File: config.mk
export PLATFORM = sky130hd
export DESIGN_NAME = pctrl_tx_flat
export DESIGN_NICKNAME = d
export VERILOG_FILES = /design/src/rtl/pctrl_tx_if.sv /design/src/rtl/pctrl_tx.sv /design/src/flat_wrapper.sv
export SDC_FILE = /design/constraint.sdc
export NUM_CORES = 1
export LEC_CHECK = 0
export CAP_MARGIN = 0
export CORE_MARGIN = 10
export CORE_UTILIZATION = 52
export DETAILED_ROUTE_END_ITERATION = 6
export PLACE_DENSITY = 0.8
export SETUP_SLACK_MARGIN = 0.3
export SLEW_MARGIN = 20
export SYNTH_ARGS = -nofsm -noshare
export SYNTH_HDL_FRONTEND = slang
export SYNTH_SLANG_ARGS = --single-unit
File: constraint.sdc
create_clock -name clk -period 4 [get_ports clk]
set_clock_uncertainty 0.15 [all_clocks]
set_input_delay 1 -clock clk [delete_from_list [all_inputs] [get_ports clk]]
set_output_delay 1 -clock clk [all_outputs]
set_load 0.02 [all_outputs]
File: src/rtl/pctrl_tx_if.sv
// ----------------------------------------------------------------------------
// pctrl_tx_if
// Command handshake between a command source and the pctrl serial transmitter.
//
// Signals:
//   valid    source -> tx   command offered this cycle
//   ready    tx -> source   transmitter can accept a command this cycle
//   address  source -> tx   target address   (ADDR_W bits)
//   opcode   source -> tx   operation code   (OP_W bits)
//   data     source -> tx   payload          (DATA_W bits)
//
// Modports:
//   master   command source (drives valid and the fields, observes ready)
//   slave    transmitter    (observes valid and the fields, drives ready)
// ----------------------------------------------------------------------------
interface pctrl_tx_if #(
    parameter int ADDR_W = 8,
    parameter int OP_W   = 3,
    parameter int DATA_W = 62
);
    logic              valid;
    logic              ready;
    logic [ADDR_W-1:0] address;
    logic [OP_W-1:0]   opcode;
    logic [DATA_W-1:0] data;

    modport master (
        output valid,
        output address,
        output opcode,
        output data,
        input  ready
    );

    modport slave (
        input  valid,
        input  address,
        input  opcode,
        input  data,
        output ready
    );
endinterface

File: src/rtl/pctrl_tx.sv
// ----------------------------------------------------------------------------
// pctrl_tx
// Serial packet transmitter: the sending end of the pctrl receive protocol.
// Accepts one {address, opcode, data} command through a valid/ready handshake
// and shifts it out on tx, one bit per clk, MSB first:
//   start bit (0), address, opcode, data
// followed by at least GAP idle cycles (tx = 1).
//
// Ports:
//   clk    input   system clock; one serial bit per period
//   nrst   input   asynchronous, active-high reset (asserted when 1)
//   cmd    slave   command handshake (valid, ready, address, opcode, data)
//   tx     output  serial line, idles at 1 (registered)
//   busy   output  frame or gap in progress (registered)
//
// Parameters:
//   ADDR_W, OP_W, DATA_W  field widths; must match the cmd interface
//   GAP                   idle cycles after the data LSB, legal range 1..15
// ----------------------------------------------------------------------------
module pctrl_tx #(
    parameter int ADDR_W = 8,
    parameter int OP_W   = 3,
    parameter int DATA_W = 62,
    parameter int GAP    = 2
) (
    input  logic       clk,
    input  logic       nrst,
    pctrl_tx_if.slave  cmd,
    output logic       tx,
    output logic       busy
);

    localparam int FRAME   = 1 + ADDR_W + OP_W + DATA_W;
    // The start bit is driven directly, so only the fields need shifting.
    localparam int SHIFT_W = FRAME - 1;
    localparam int CNT_MAX = (FRAME > GAP) ? FRAME : GAP;
    localparam int CNT_W   = ($clog2(CNT_MAX + 1) > 7) ? $clog2(CNT_MAX + 1) : 7;

    localparam logic [CNT_W-1:0] LAST_BIT = CNT_W'(FRAME - 1);
    localparam logic [CNT_W-1:0] LAST_GAP = CNT_W'(GAP - 1);

    typedef enum logic [1:0] {
        ST_IDLE  = 2'd0,
        ST_SHIFT = 2'd1,
        ST_GAP   = 2'd2
    } state_t;

    state_t             state_reg,  state_next;
    logic [CNT_W-1:0]   cnt_reg,    cnt_next;
    logic [SHIFT_W-1:0] shift_reg,  shift_next;
    logic               tx_reg,     tx_next;
    logic               ready_reg,  ready_next;
    logic               busy_reg,   busy_next;
    logic               accept;

    assign accept    = cmd.valid && ready_reg;
    assign cmd.ready = ready_reg;
    assign tx        = tx_reg;
    assign busy      = busy_reg;

    always_ff @(posedge clk or posedge nrst) begin
        if (nrst) begin
            state_reg <= ST_IDLE;
            cnt_reg   <= '0;
            shift_reg <= '0;
            tx_reg    <= 1'b1;
            ready_reg <= 1'b0;
            busy_reg  <= 1'b0;
        end else begin
            state_reg <= state_next;
            cnt_reg   <= cnt_next;
            shift_reg <= shift_next;
            tx_reg    <= tx_next;
            ready_reg <= ready_next;
            busy_reg  <= busy_next;
        end
    end

    always_comb begin
        state_next = state_reg;
        cnt_next   = cnt_reg;
        shift_next = shift_reg;
        tx_next    = tx_reg;
        ready_next = ready_reg;
        busy_next  = busy_reg;

        unique case (state_reg)
            ST_IDLE: begin
                // ready rises here on the first edge after reset release,
                // and stays up until a command is taken.
                tx_next    = 1'b1;
                ready_next = 1'b1;
                busy_next  = 1'b0;
                if (accept) begin
                    shift_next = {cmd.address, cmd.opcode, cmd.data};
                    tx_next    = 1'b0;
                    ready_next = 1'b0;
                    busy_next  = 1'b1;
                    cnt_next   = '0;
                    state_next = ST_SHIFT;
                end
            end

            ST_SHIFT: begin
                // cnt_reg counts field bits already placed on tx; once all
                // FRAME-1 are out, the line returns high and the gap begins.
                if (cnt_reg == LAST_BIT) begin
                    tx_next    = 1'b1;
                    cnt_next   = '0;
                    state_next = ST_GAP;
                end else begin
                    tx_next    = shift_reg[SHIFT_W-1];
                    shift_next = {shift_reg[SHIFT_W-2:0], 1'b0};
                    cnt_next   = cnt_reg + CNT_W'(1);
                end
            end

            ST_GAP: begin
                tx_next = 1'b1;
                if (cnt_reg == LAST_GAP) begin
                    ready_next = 1'b1;
                    busy_next  = 1'b0;
                    cnt_next   = '0;
                    state_next = ST_IDLE;
                end else begin
                    cnt_next = cnt_reg + CNT_W'(1);
                end
            end

            default: begin
                tx_next    = 1'b1;
                ready_next = 1'b0;
                busy_next  = 1'b0;
                cnt_next   = '0;
                state_next = ST_IDLE;
            end
        endcase
    end

endmodule

File: src/flat_wrapper.sv
// flat-port wrapper written by rule: the top's interface ports become plain ports
module pctrl_tx_flat 
#(
    parameter int ADDR_W = 8,
    parameter int OP_W   = 3,
    parameter int DATA_W = 62,
    parameter int GAP    = 2
)
  (clk, nrst, tx, busy, cmd_valid, cmd_address, cmd_opcode, cmd_data, cmd_ready);
  pctrl_tx_if #(.ADDR_W(ADDR_W), .OP_W(OP_W), .DATA_W(DATA_W)) cmd_i ();
  input  logic clk;
  input  logic nrst;
  output logic tx;
  output logic busy;
  input wire logic [$bits(cmd_i.valid)-1:0] cmd_valid;
  input wire logic [$bits(cmd_i.address)-1:0] cmd_address;
  input wire logic [$bits(cmd_i.opcode)-1:0] cmd_opcode;
  input wire logic [$bits(cmd_i.data)-1:0] cmd_data;
  output wire logic [$bits(cmd_i.ready)-1:0] cmd_ready;
  assign cmd_i.valid = cmd_valid;
  assign cmd_i.address = cmd_address;
  assign cmd_i.opcode = cmd_opcode;
  assign cmd_i.data = cmd_data;
  assign cmd_ready = cmd_i.ready;
  pctrl_tx #(.ADDR_W(ADDR_W), .OP_W(OP_W), .DATA_W(DATA_W), .GAP(GAP)) u_core (.clk(clk), .nrst(nrst), .cmd(cmd_i), .tx(tx), .busy(busy));
endmodule
==> out/qor.yml <==
cts_max_path_buffers: 2
ys.warnings.count: 0
ys_seq_area_share_pct: 51.9
yosys.cell_types.count: 32
floorplan.core_area_mm2: 0.00769
overflow: 0
max_reg_flops: 73
detailed_place_hpwl_um: 5750
worst-setup-path-type: "input pin to flip-flop"
hold_viol: 0
worst_path_cell_trace: "clkdlybuf4s50_1 -> a21bo_2 -> o311a_4 -> buf_4 -> nor2_1 -> a21oi_1"
setup.worst_path.end: "u_core.shift_reg[41]$_DFFE_PP0P_"
cts_tree: "done"
fp.dieArea_mm2: 0.0118
dr_wl_met2_um: 3890
ys_top_cells_by_area: "dfrtp_1 (51%), mux2i_1 (18%), a21oi_1 (9.6%)"
required_ns: 4.13
worstSkewPairLatency_ns: 0.36
cts_num_sinks: 85
viasPerCell: 5.16
finalWorstSetupSlack_ns: 1.13
postRouteAntennaNets: 0
cellPowerDensity_mw_per_mm2: 324
drt_pass1_iterations: 4
syn-cell-area_mm2: 0.00410
gp_routability_congestion: 0.806
layout_worst_path_cycle_share_pct: 71.8
first_global_vias: 2855
ios: 79
tightest_slew_ns: 0.977
worstHoldPathCells: 2
cts-resized-gates: 0
initial_utilization_pct: 53.3
wire_per_inst_um: 14.5
fill_cell_total_of_the_finished_layout: 599
max-slew-margin-rel_pct: 34.9
grt_max_degree: 63
setup_viol: 0
clock_pin_slew_reported_for_the_worst_setup_and_hold_paths_after_clock_tree_synthesis_ns: 0.09
cp_slowest_cell: "o311a_4"
synth-main-ff-cell: "dfrtp_1"
floorplan.rows: 32
worst_ep_arrival_time_ns: 3.00
postCtsHoldBufs: 0
cts_setup_buffers: 0
ffs_w_async_s_r_synth_pct: 100
remaining_drc_errors: 0
maxUsedRoutingLayer: "met4"
dr_wl_met3_um: 348
cap_viol_max_count: 0
synth-seq-cells: 85
dpl_cell_area_mm2: 0.00486
number_of_cell_instances_on_the_worst_register_to_register_path: 6
fmax_mhz: 348
cts-htree-levels: 3
reg2reg_slack_ns: 1.44
drive_gt1_share_pct: 6.55
slowest_delay_ns: 0.59
final_net_count: 534
numCtsBuffers: 9
postLayoutCellArea_mm2: 0.00509
reg_to_reg_end: "u_core.cnt_reg[1]$_DFFE_PP0N_"
crit_path_start: "cmd_valid"
antenna_violations_before_repair: 0
met1Wirelength_um: 3700
synthesis.nets: 466
finalPower_mw: 1.65
synth_commonest_cells: "dfrtp_1 (84), a21oi_1 (79), nor2_1 (73), mux2i_1 (72), buf_6 (16)"
slew_violations: 0
syn_inst: 385
flow.area_growth_from_synthesis_pct: 24.2
routed_wirelength_um: 8110
static-leakage-power_nw: 2.96
worst_hold_slack_ns: 0.341
synth_edf_count: 0
worst-path-stages: 6
tns_ns: 0
detailroute.via_count: 2888
io_buffer_count: 78
place_ws_ns: 0.750
max-vdd-ir-drop_v: 0.000213
critPathTopFamily: "compound AO/OA/AOI/OAI gates"
root_buffer: "clkbuf_8"
worstSetupStartpointType: "input pin"
cp_capture_type: "flip-flop"
cell_type_contributing_the_most_total_cell_area_after_synthesis: "dfrtp_1"
antenna_diode_instance_count: 0
synth.top_cell.area_share_pct: 51.3
timing.critical_path.fanout_max: 53
timing.critical_path.buf_inv: 2
min_path_type: "flip-flop to flip-flop"
chipWidth_um: 109
synth_area_per_cell_um2: 10.6
grt_setup_unrepaired: "no"
reg2reg_from: "u_core.state_reg[1]$_DFFE_PP0P_"
grt_pass1_wl_um: 13300
die_h_um: 109
min_period_ns: 2.87
drt-initial-drc-count: 131
gr-usage-all-layers_pct: 13.8
status: "finished, final reports clean"
synthMostInstantiatedCell: "dfrtp_1"
-- through the flow --
| step | instances | util (%) |
|---|---|---|
| global placement | 544 | 63.2 |
| CTS | 560 | 66.2 |
| detailed placement | 544 | 63.2 |
| floorplan | 385 | - |
| global route | 560 | 66.2 |
| finish | 560 | 66.2 |
-- worst min-delay path by stage --
stage,from,to
floorplan,u_core.shift_reg[72]$_DFFE_PP0P_,u_core.tx$_DFF_PP1_
global placement,u_core.shift_reg[72]$_DFFE_PP0P_,u_core.tx$_DFF_PP1_
detailed placement,u_core.shift_reg[72]$_DFFE_PP0P_,u_core.tx$_DFF_PP1_
CTS,u_core.shift_reg[72]$_DFFE_PP0P_,u_core.tx$_DFF_PP1_
global route,u_core.shift_reg[72]$_DFFE_PP0P_,u_core.tx$_DFF_PP1_
finish,u_core.shift_reg[72]$_DFFE_PP0P_,u_core.tx$_DFF_PP1_
-- report_power, final --
part	leakage [nW]	switching [mW]	internal [mW]
Combinational	1.69	0.0287	0.0675
Clock	0.112	0.331	0.361
Sequential	1.16	0	0.859
Total	2.96	0.360	1.29
-- area by class of cell --
type	count	area, um2	share of cell area, %
repair buffers	83	843	16.6
well taps	102	128	2.51
multi-input cells	269	1740	34.2
clock buffers	9	124	2.43
flip-flops and latches	85	2130	41.8
clock inverters	7	105	2.06
inverters	5	20.0	0.393
-- layer usage --
layer,global-route usage (%),up-vias
li1,-,1477
met1,17.9,1340
met2,21.6,60
met3,3.24,11
met4,6.50,0
met5,0,-
-- tightest hold or removal path, stage by stage, from the launching register on --
cell and delay [ns]:
dfrtp_1 0.36, nand2_1 0.05, nand2_1 0.05
-- kinds of logic (layout without fill, tap and decap cells) --
| kind of cell | after synthesis | after routing | share of synthesized area (%) |
|---|---|---|---|
| AOI/OAI and AO/OA | 94 | 94 | 12.7 |
| xor gates and xnor gates | 5 | 5 | 1.07 |
| adders and majority gates | 5 | 5 | 1.53 |
| buffers and inverters | 31 | 104 | 5.83 |
| DFF | 85 | 85 | 51.9 |
| muxes | 72 | 72 | 17.6 |
| and+or+nand+nor | 93 | 93 | 9.37 |
-- layout by cell type, fill, tap and decap left out, types with 2 or more instances in the layout --
cell type,count
ha_1,4
inv_1,4
inv_6,2
o21ai_0,3
clkbuf_8,9
bufinv_16,2
nor2_1,73
nand2_1,8
buf_4,3
o21a_1,2
nand4_1,3
a21oi_1,79
xor2_1,5
and3_1,2
buf_12,2
dfrtp_1,84
o31ai_1,3
mux2i_1,72
clkdlybuf4s50_1,78
No activity file was read; power rests on OpenSTA's default activity.
